<file path="src/rtl/fetch_unit_if.sv">
// Fetch-stage bus bundle: cache address/response, redirect, and the
// decode valid/ready handshake. master = fetch side, slave = environment.
interface fetch_unit_if;
  logic [63:0] cache_pc;
  logic        cache_inst_valid;
  logic        cache_inst_comp;
  logic [31:0] cache_inst;
  logic        redirect_valid;
  logic [63:0] redirect_pc;
  logic        out_valid;
  logic        out_ready;
  logic [63:0] out_pc;
  logic [31:0] out_inst;
  logic        out_comp;

  modport master (
    output cache_pc,
    output out_valid,
    output out_pc,
    output out_inst,
    output out_comp,
    input  cache_inst_valid,
    input  cache_inst_comp,
    input  cache_inst,
    input  redirect_valid,
    input  redirect_pc,
    input  out_ready
  );

  modport slave (
    input  cache_pc,
    input  out_valid,
    input  out_pc,
    input  out_inst,
    input  out_comp,
    output cache_inst_valid,
    output cache_inst_comp,
    output cache_inst,
    output redirect_valid,
    output redirect_pc,
    output out_ready
  );
endinterface

</file>
<file path="src/rtl/fetch_unit.sv">
// Fetch stage: owns the fetch PC, pushes cache hits into a small FIFO.
// Ports: clk, rst_n (async low), bus (fetch_unit_if.master).
module fetch_unit #(
  parameter logic [63:0] RESET_PC = 64'h0000_0000_0000_1000,
  parameter int          DEPTH    = 2
) (
  input logic          clk,
  input logic          rst_n,
  fetch_unit_if.master bus
);

  localparam int AW = $clog2(DEPTH);
  localparam int CW = AW + 1;
  localparam logic [CW-1:0] FULL = CW'(DEPTH);

  typedef struct packed {
    logic [63:0] pc;
    logic [31:0] inst;
    logic        comp;
  } ent_t;

  ent_t          mem_q [DEPTH];
  logic [63:0]   pc_q, pc_d;
  logic [AW-1:0] rd_ptr_q, rd_ptr_d;
  logic [AW-1:0] wr_ptr_q, wr_ptr_d;
  logic [CW-1:0] count_q, count_d;

  logic          pop, push;
  ent_t          wr_ent;

  assign bus.cache_pc  = pc_q;
  assign bus.out_valid = (count_q != '0);
  assign bus.out_pc    = mem_q[rd_ptr_q].pc;
  assign bus.out_inst  = mem_q[rd_ptr_q].inst;
  assign bus.out_comp  = mem_q[rd_ptr_q].comp;

  assign pop  = bus.out_valid & bus.out_ready;
  assign push = bus.cache_inst_valid
              & ~bus.redirect_valid
              & ((count_q < FULL) | pop);

  always_comb begin
    wr_ent.pc   = pc_q;
    wr_ent.comp = bus.cache_inst_comp;
    wr_ent.inst = bus.cache_inst_comp
                ? {16'b0, bus.cache_inst[15:0]}
                : bus.cache_inst;
  end

  always_comb begin
    pc_d     = pc_q;
    rd_ptr_d = rd_ptr_q;
    wr_ptr_d = wr_ptr_q;
    count_d  = count_q;
    if (bus.redirect_valid) begin
      // Flush wins over any same-cycle pop.
      pc_d     = bus.redirect_pc & ~64'd1;
      rd_ptr_d = '0;
      wr_ptr_d = '0;
      count_d  = '0;
    end else begin
      if (push) begin
        wr_ptr_d = wr_ptr_q + 1'b1;
        pc_d = pc_q + (bus.cache_inst_comp ? 64'd2 : 64'd4);
      end
      if (pop) begin
        rd_ptr_d = rd_ptr_q + 1'b1;
      end
      unique case ({push, pop})
        2'b10:   count_d = count_q + 1'b1;
        2'b01:   count_d = count_q - 1'b1;
        default: count_d = count_q;
      endcase
    end
  end

  always_ff @(posedge clk or negedge rst_n) begin
    if (!rst_n) begin
      pc_q     <= RESET_PC;
      rd_ptr_q <= '0;
      wr_ptr_q <= '0;
      count_q  <= '0;
      for (int i = 0; i < DEPTH; i++) begin
        mem_q[i] <= '0;
      end
    end else begin
      pc_q     <= pc_d;
      rd_ptr_q <= rd_ptr_d;
      wr_ptr_q <= wr_ptr_d;
      count_q  <= count_d;
      if (push) begin
        mem_q[wr_ptr_q] <= wr_ent;
      end
    end
  end

endmodule

</file>
<file path="src/flat_wrapper.sv">
// flat-port wrapper written by rule: the top's interface ports become plain ports
module fetch_unit_flat 
#(
  parameter logic [63:0] RESET_PC = 64'h0000_0000_0000_1000,
  parameter int          DEPTH    = 2
)
  (clk, rst_n, bus_cache_pc, bus_out_valid, bus_out_pc, bus_out_inst, bus_out_comp, bus_cache_inst_valid, bus_cache_inst_comp, bus_cache_inst, bus_redirect_valid, bus_redirect_pc, bus_out_ready);
  fetch_unit_if bus_i ();
  input logic clk;
  input logic rst_n;
  output wire logic [$bits(bus_i.cache_pc)-1:0] bus_cache_pc;
  output wire logic [$bits(bus_i.out_valid)-1:0] bus_out_valid;
  output wire logic [$bits(bus_i.out_pc)-1:0] bus_out_pc;
  output wire logic [$bits(bus_i.out_inst)-1:0] bus_out_inst;
  output wire logic [$bits(bus_i.out_comp)-1:0] bus_out_comp;
  input wire logic [$bits(bus_i.cache_inst_valid)-1:0] bus_cache_inst_valid;
  input wire logic [$bits(bus_i.cache_inst_comp)-1:0] bus_cache_inst_comp;
  input wire logic [$bits(bus_i.cache_inst)-1:0] bus_cache_inst;
  input wire logic [$bits(bus_i.redirect_valid)-1:0] bus_redirect_valid;
  input wire logic [$bits(bus_i.redirect_pc)-1:0] bus_redirect_pc;
  input wire logic [$bits(bus_i.out_ready)-1:0] bus_out_ready;
  assign bus_cache_pc = bus_i.cache_pc;
  assign bus_out_valid = bus_i.out_valid;
  assign bus_out_pc = bus_i.out_pc;
  assign bus_out_inst = bus_i.out_inst;
  assign bus_out_comp = bus_i.out_comp;
  assign bus_i.cache_inst_valid = bus_cache_inst_valid;
  assign bus_i.cache_inst_comp = bus_cache_inst_comp;
  assign bus_i.cache_inst = bus_cache_inst;
  assign bus_i.redirect_valid = bus_redirect_valid;
  assign bus_i.redirect_pc = bus_redirect_pc;
  assign bus_i.out_ready = bus_out_ready;
  fetch_unit #(.RESET_PC(RESET_PC), .DEPTH(DEPTH)) u_core (.clk(clk), .rst_n(rst_n), .bus(bus_i));
endmodule
</file>
<file path="config.mk">
export PLATFORM = sky130hd
export DESIGN_NAME = fetch_unit_flat
export DESIGN_NICKNAME = d
export VERILOG_FILES = /design/src/rtl/fetch_unit_if.sv /design/src/rtl/fetch_unit.sv /design/src/flat_wrapper.sv
export SDC_FILE = /design/constraint.sdc
export NUM_CORES = 1
export LEC_CHECK = 0
export ABC_AREA = 1
export BUFFER_PORTS_ARGS = -buffer_cell sky130_fd_sc_hd__buf_2
export CORE_UTILIZATION = 51
export DETAILED_ROUTE_END_ITERATION = 6
export MAX_ROUTING_LAYER = met4
export PLACE_DENSITY = 0.76
export SYNTH_ARGS = -nofsm -noshare
export SYNTH_HDL_FRONTEND = slang
export SYNTH_SLANG_ARGS = --single-unit
</file>
<file path="constraint.sdc">
create_clock -name clk -period 2.28 [get_ports clk]
set_clock_uncertainty 0.15 [all_clocks]
set_input_delay 0.228 -clock clk [delete_from_list [all_inputs] [get_ports clk]]
set_output_delay 0.228 -clock clk [all_outputs]
set_load 0.02 [all_outputs]
</file>
### After elaboration in Yosys (flattened, before gate mapping)

Index checks and enable logic that the tools add are counted.

| operators by class | value |
|---|---|
| reduce and logical (&&, ||, !) cells | 5 |
| $lt $le $gt $ge | 4 |
| bitwise gates (word level) | 7 |
| muxes and demuxes | 16 |
| eq/ne operators | 2 |
| add/subtract/negate cells | 5 |

Operators with widths:

| operator | number |
|---|---|
| $mux W97 | 4 |
| $bwmux W194 | 1 |
| $mux W64 | 2 |
| $demux W97 S1 | 1 |
| $add A64 B64 Y64 | 1 |
| $mux W32 | 1 |
| $reduce_bool A2 Y1 | 3 |
| $ge A2 B2 Y1 const B | 2 |
| $mux W1 | 4 |
| $not A1 Y2 | 2 |
| $pmux W2 S2 | 1 |
| $and A1 B1 Y1 | 3 |
| $mux W3 | 1 |
| $reduce_bool A3 Y1 | 1 |
| $add A1 B1 Y1 const B | 2 |
| $add A2 B1 Y2 const B | 1 |
| $eq A2 B1 Y1 const B | 1 |
| $eq A2 B2 Y1 const B | 1 |
| $lt A2 B1 Y1 const B | 1 |
| $lt A2 B2 Y1 const B | 1 |
| $mux W2 | 1 |
| $sub A2 B1 Y2 const B | 1 |
| $logic_and A1 B1 Y1 | 1 |
| $not A1 Y1 | 1 |
| $or A1 B1 Y1 | 1 |

| storage, ports and cells | value |
|---|---|
| logic and storage cells | 49 |
| output and inout port bits | 162 |
| register bits after elaboration | 262 |
| input port bits | 102 |

### Depth between registers and ports, before layout

| logic depth | value |
|---|---|
| word-level depth | 7 |
| gate-level depth with buffers | 14 |
| mapped depth without buffers | 12 |

### Worst setup path after synthesis

Ideal clock, no wire load.

| timing | value |
|---|---|
| kind | input -> register |
| start | input port bus_cache_inst_comp |
| end | register u_core.pc_q[34], in the netlist u_core.bus.cache_pc[34] |
| setup slack | -0.032 ns |
| data required time | 2.005 ns |
| buffers on the path | 2 |
| setup time | 0.125 ns |
| data arrival time | 2.038 ns |
| stages on the path | 11 |
| path through | clkbuf_1 > clkbuf_1 > inv_1 > ha_1 > nand2_1 > a21oi_1 > nand3_1 > nor2_1 > nand3_1 > nand3_1 > nand3_1 |

| between the ends | value |
|---|---|
| longest elaborated chain between the ends | 4 |

Ends and longest elaborated chain:

| element | RTL line | text |
|---|---|---|
| from (decl) | flat_wrapper.sv:17 | `input wire logic [$bits(bus_i.cache_inst_comp)-1:0] bus_cache_inst_comp;` |
| $mux W3 | fetch_unit.sv:64 | `pc_d = pc_q + (bus.cache_inst_comp ? 64'd2 : 64'd4);` |
| $add A64 B64 Y64 | fetch_unit.sv:64 |  |
| $mux W64 | fetch_unit.sv:62 | `if (push) begin` |
| $mux W64 | fetch_unit.sv:55 | `if (bus.redirect_valid) begin` |
| to (signal assigned) | fetch_unit.sv:87 | `pc_q <= pc_d;` |
| to (decl) | fetch_unit.sv:23 | `logic [63:0] pc_q, pc_d;` |

No other way between the ends. The select of a mux whose other input is x is not followed.
A chain may end at the register's enable or synchronous reset.

### Final worst setup path

| timing | value |
|---|---|
| start | register u_core.rd_ptr_q |
| end | output port bus_out_pc[22] |

| between the ends | value |
|---|---|
| longest elaborated chain between the ends | 4 |

Ends and longest elaborated chain:

| element | RTL line | text |
|---|---|---|
| from (decl) | fetch_unit.sv:24 | `logic [AW-1:0] rd_ptr_q, rd_ptr_d;` |
| from (signal assigned) | fetch_unit.sv:88 | `rd_ptr_q <= rd_ptr_d;` |
| $not A1 Y2 (not written as such) | fetch_unit.sv:33 | `assign bus.out_pc = mem_q[rd_ptr_q].pc;` |
| $mux W97 (not written as such) (3 in a row) | fetch_unit.sv:33 |  |
| to (decl) | flat_wrapper.sv:13 | `output wire logic [$bits(bus_i.out_pc)-1:0] bus_out_pc;` |

No other way between the ends. The select of a mux whose other input is x is not followed.

==> impl_results.html <==
<table>
<tr><th>Metric</th><th>Value</th></tr>
<tr><th colspan="2">Run status</th></tr>
<tr><td>Result of the run</td><td>finished with violations</td></tr>
<tr><td>Failing checks</td><td>DRC</td></tr>
<tr><th colspan="2">Final layout</th></tr>
<tr><td>Final Instance Area</td><td>~17,000 um^2</td></tr>
<tr><td>Proportion of layout cells with a drive suffix above 1</td><td>0.175</td></tr>
<tr><td>Number of standard cells in the layout, taps in and fillers out</td><td>~2,600</td></tr>
<tr><td>Sequential cell area</td><td>about 6500 um^2</td></tr>
<tr><td>Core utilization of the finished layout</td><td>0.654</td></tr>
<tr><td>Area growth, synth to finish</td><td>25.0%</td></tr>
<tr><td>Filler Cells Inserted</td><td>approximately 2,200</td></tr>
<tr><td>Final nets</td><td>about 2,300</td></tr>
<tr><td>Area of the multi-input gates</td><td>between 5000 and 6000 um^2</td></tr>
<tr><td>Most frequent standard cell in the layout excluding fill and tap cells</td><td>sky130_fd_sc_hd__nand2_1</td></tr>
<tr><td>Commonest non-fill, non-tap cells in the layout</td><td>sky130_fd_sc_hd__nand2_1, sky130_fd_sc_hd__buf_2, sky130_fd_sc_hd__dfrtp_1</td></tr>
<tr><th colspan="2">Job</th></tr>
<tr><td>Max-capacitance violation count</td><td>0</td></tr>
<tr><th colspan="2">Critical path</th></tr>
<tr><td>Launching point of the worst reg2reg path</td><td>u_core.bus.cache_pc[1]</td></tr>
<tr><td>Most common cell type on the critical path</td><td>sky130_fd_sc_hd__nand2_1</td></tr>
<tr><td>Critical setup path kind</td><td>flop to primary output</td></tr>
<tr><td>Arrival time of the worst setup path</td><td>about 1.8 ns</td></tr>
<tr><td>CP max FO</td><td>22</td></tr>
<tr><td>Nature of the critical path startpoint</td><td>flop</td></tr>
<tr><td>CP required</td><td>1.90 ns</td></tr>
<tr><td>Worst stage delay on the critical path</td><td>about 0.58 ns</td></tr>
<tr><td>Cell with the largest stage delay on the worst path</td><td>sky130_fd_sc_hd__dfrtp_4</td></tr>
<tr><td>Depth of the most critical reg-to-reg path</td><td>11</td></tr>
<tr><td>Critical R2R Capture</td><td>u_core.bus.cache_pc[55]</td></tr>
<tr><td>Internal reg-to-reg setup slack</td><td>~0.070 ns</td></tr>
<tr><td>Endpoint class of the critical path</td><td>primary output</td></tr>
<tr><td>Cell breakdown of the critical path</td><td>inv_6, clkbuf_16, nand2_1, nand2_1, buf_2</td></tr>
<tr><th colspan="2">Place</th></tr>
<tr><td>Total of buffers placed on input and output ports</td><td>260</td></tr>
<tr><td>Placed Instances</td><td>approximately 2,400</td></tr>
<tr><td>Area after DPL</td><td>between 15,000 and 20,000 um^2</td></tr>
<tr><td>Pre-CTS worst setup slack</td><td>-0.0695 ns</td></tr>
<tr><td>Final RePlAce weighted congestion</td><td>just under 1</td></tr>
<tr><td>Total half-perimeter wirelength after legalization and detailed placement</td><td>30,200 um</td></tr>
<tr><th colspan="2">STA</th></tr>
<tr><td>Maximum clock frequency</td><td>451 MHz</td></tr>
<tr><td>Post-route minimum period</td><td>2.22 ns</td></tr>
<tr><td>Count of pins over their slew limit</td><td>0</td></tr>
<tr><td>Setup slack of the critical path after layout</td><td>just over 0.06 ns</td></tr>
<tr><td>Worst Tran Pin Value</td><td>between 0.8 and 0.9 ns</td></tr>
<tr><td>Final worst-path cycle share</td><td>0.973</td></tr>
<tr><td>Final hold vios</td><td>0</td></tr>
<tr><td>Setup Viol. Count Final</td><td>0</td></tr>
<tr><td>Relative slew margins</td><td>0.446</td></tr>
<tr><td>Unrepaired setup endpoints after global routing</td><td>true</td></tr>
<tr><th colspan="2">GRT</th></tr>
<tr><td>Remaining global-route overflow</td><td>0</td></tr>
<tr><td>Vias in the first global route</td><td>13,200</td></tr>
<tr><td>Global-route wire length before repair</td><td>a little over 70,000 um</td></tr>
<tr><td>Total global routing track utilization</td><td>0.330</td></tr>
<tr><td>Antenna violations before repair</td><td>1</td></tr>
<tr><td>Pin count of the biggest net entering global routing</td><td>a little over 100</td></tr>
<tr><th colspan="2">Die</th></tr>
<tr><td>Chip height</td><td>roughly 170 um</td></tr>
<tr><td>Area of the die</td><td>between 20,000 and 30,000 um^2</td></tr>
<tr><td>Initial core utilization</td><td>0.523</td></tr>
<tr><td>Core Area</td><td>approximately 26,000 um^2</td></tr>
<tr><td>Die extent in x</td><td>166 um</td></tr>
<tr><td>Num rows</td><td>59</td></tr>
<tr><td>Count of pins on the block boundary</td><td>about 260</td></tr>
<tr><th colspan="2">Min path</th></tr>
<tr><td>Min-Delay Startpoint</td><td>bus_cache_inst_valid</td></tr>
<tr><td>Path type of the worst min-delay path</td><td>input port to flop</td></tr>
<tr><td>Number of instances on the worst hold path</td><td>5</td></tr>
<tr><td>Worst Hold Path EP</td><td>u_core.count_q[1]</td></tr>
<tr><th colspan="2">Yosys</th></tr>
<tr><td>Proportion of synthesized chip area in sequential cells</td><td>0.471</td></tr>
<tr><td>Post-synthesis average cell area</td><td>a little over 7 um^2</td></tr>
<tr><td>Cell variety after synth</td><td>34</td></tr>
<tr><td>Post-synthesis cell count</td><td>1,910</td></tr>
<tr><td>Total standard cell area after synthesis</td><td>about 14,000 um^2</td></tr>
<tr><td>Number of storage elements in the synthesis netlist</td><td>between 200 and 300</td></tr>
<tr><td>Synth Warn #</td><td>0</td></tr>
<tr><th colspan="2">Power</th></tr>
<tr><td>Clock power share</td><td>0.245</td></tr>
<tr><td>Psw</td><td>between 7 and 8 mW</td></tr>
<tr><td>Relative contribution of sequential cells to total power</td><td>0.397</td></tr>
<tr><td>Worst vdd rail ir drop</td><td>approximately 0.00064 V</td></tr>
<tr><td>Sum of internal, switching and leakage power</td><td>18.5 mW</td></tr>
<tr><td>Leakage Power</td><td>8.91 nW</td></tr>
<tr><td>Power density normalized to cell area</td><td>approximately 1100 nW/um^2</td></tr>
<tr><td>Int Pwr</td><td>11.2 mW</td></tr>
<tr><td>Net switching fraction of the power</td><td>0.396</td></tr>
<tr><td>Comb pwr share</td><td>0.358</td></tr>
<tr><th colspan="2">Clock tree</th></tr>
<tr><td>Cell at the root of the clock tree</td><td>sky130_fd_sc_hd__clkbuf_16</td></tr>
<tr><td>Num CTS Buffers</td><td>28</td></tr>
<tr><td>Clock sink count</td><td>about 260</td></tr>
<tr><td>Clk Latency, worst-skew pair</td><td>roughly 0.55 ns</td></tr>
<tr><td>Clock tree from TritonCTS</td><td>done</td></tr>
<tr><td>Maximum buffer depth of the clock tree</td><td>3</td></tr>
<tr><td>H-tree depth</td><td>1</td></tr>
<tr><td>CTS clk-pin slew, worst paths</td><td>approximately 0.06 ns</td></tr>
<tr><th colspan="2">Detailed routing</th></tr>
<tr><td>Post-route DRC violation count</td><td>23</td></tr>
<tr><td>Routed Antenna Nets</td><td>0</td></tr>
<tr><td>Average wire per standard cell</td><td>17.4 um</td></tr>
<tr><td>Wire length reported by the detailed router</td><td>44,700 um</td></tr>
<tr><td>Drt initial violations</td><td>1,406</td></tr>
<tr><td>Via density</td><td>about 5.3</td></tr>
<tr><td>Via count</td><td>13,500</td></tr>
<tr><td>Drt pass-1 iters</td><td>7</td></tr>
</table>
-- per-layer routing --
| layer | part of all wire | track usage |
|---|---|---|
| met5 | 0 | - |
| met4 | 0.032 | 0.110 |
| met3 | 0.082 | 0.0455 |
| met2 | 0.47 | 0.527 |
| met1 | 0.42 | 0.434 |
-- worst max-delay path by stage --
stage | end | start | cells past startpoint
2_1_floorplan | u_core.bus.cache_pc[34] | bus_cache_inst_comp | 11
3_3_place_gp | u_core.bus.cache_pc[35] | bus_cache_inst_comp | 12
3_5_place_dp | u_core.bus.cache_pc[35] | bus_cache_inst_comp | 12
4_1_cts | bus_out_pc[17] | u_core.rd_ptr_q | 5
5_1_grt | u_core.bus.cache_pc[54] | bus_cache_inst_comp | 14
6_report | bus_out_pc[22] | u_core.rd_ptr_q | 5
-- Yosys cell counts, drive strengths merged --
cell type | instances | area [um^2]
nor2 | 155 | 617
nand3 | 46 | 230
buf | 106 | 712
o21ai | 250 | 1250
o221a | 1 | 11.3
nand2 | 808 | 3040
inv | 163 | 617
a21oi | 5 | 36.3
dfrtp | 258 | 6460
o211ai | 8 | 60.1
ha | 2 | 25.0
o22ai | 1 | 6.26
xnor2 | 1 | 8.76
dfstp | 1 | 26.3
a211oi | 1 | 7.51
conb | 1 | 3.75
nor3 | 1 | 5.00
o21bai | 16 | 120
clkbuf | 41 | 154
xor2 | 24 | 210
clkinv | 1 | 3.75
fa | 1 | 20.0
o221ai | 6 | 52.6
nand4 | 13 | 81.3
-- area by class of cell --
| class | count | share of cell area |
|---|---|---|
| sequential | 259 | 0.377 |
| multi-input combinational | 1341 | 0.341 |
| timing repair buffer | 410 | 0.167 |
| clock buffer | 41 | 0.0482 |
| inverter | 164 | 0.0367 |
| tap | 335 | 0.0244 |
| clock inverter | 10 | 0.00531 |
| antenna | 1 | 0.000146 |
-- worst max-delay path, delay by kind of cell, from the launching register on --
kind	cells	cell delay (ns)
buffers and inverters	3	0.56
flip-flops	1	0.58
AND/OR/NAND/NOR	2	0.14
-- what timing repair did --
item                       CTS  global route
hold buffers                97             0
resized for setup            5            26
gates cloned                 0             2
hold endpoints to repair   387             0
pin swaps                    0             2
setup endpoints to repair   36            99
setup buffers                0             5
-- flip-flops by register name, indices dropped and copies added (netlist names) --
register,count
u_core.mem_q,192
u_core.bus.cache_pc,63
u_core.count_q,2
u_core.rd_ptr_q,1
u_core.wr_ptr_q,1
-- per-stage QoR --
step / hold WS (ns) / setup TNS [ns]
CTS: 0.0130 / -0.00454
detailed placement: 0.0459 / -0.193
finish: 0.0333 / 0
global placement: 0.0368 / -0.000347
floorplan: -0.218 / 0
global route: 0.0421 / -0.0893
-- power by group through the flow --
stage / combinational, mW / clock (mW) / sequential [mW]
after CTS: 6.41 / 4.59 / 7.29
final: 6.62 / 4.53 / 7.34
after global placement: 6.09 / 0 / 7.27
after floorplan: 4.52 / 0 / 7.04
after detailed placement: 6.22 / 0 / 7.36
after global routing: 7.30 / 4.78 / 7.52
-- cell families (layout without fill, tap and decap cells) --
logic type,after synthesis,after routing,synth area share
fa+ha+maj,3,3,0.00328
buf+inv,311,625,0.108
flops,259,259,0.471
xor+xnor,25,25,0.0159
simple gates,1023,1023,0.289
compound gates,288,288,0.112
other cells,1,3,0.000273
Power figures use the tool's default switching activity.
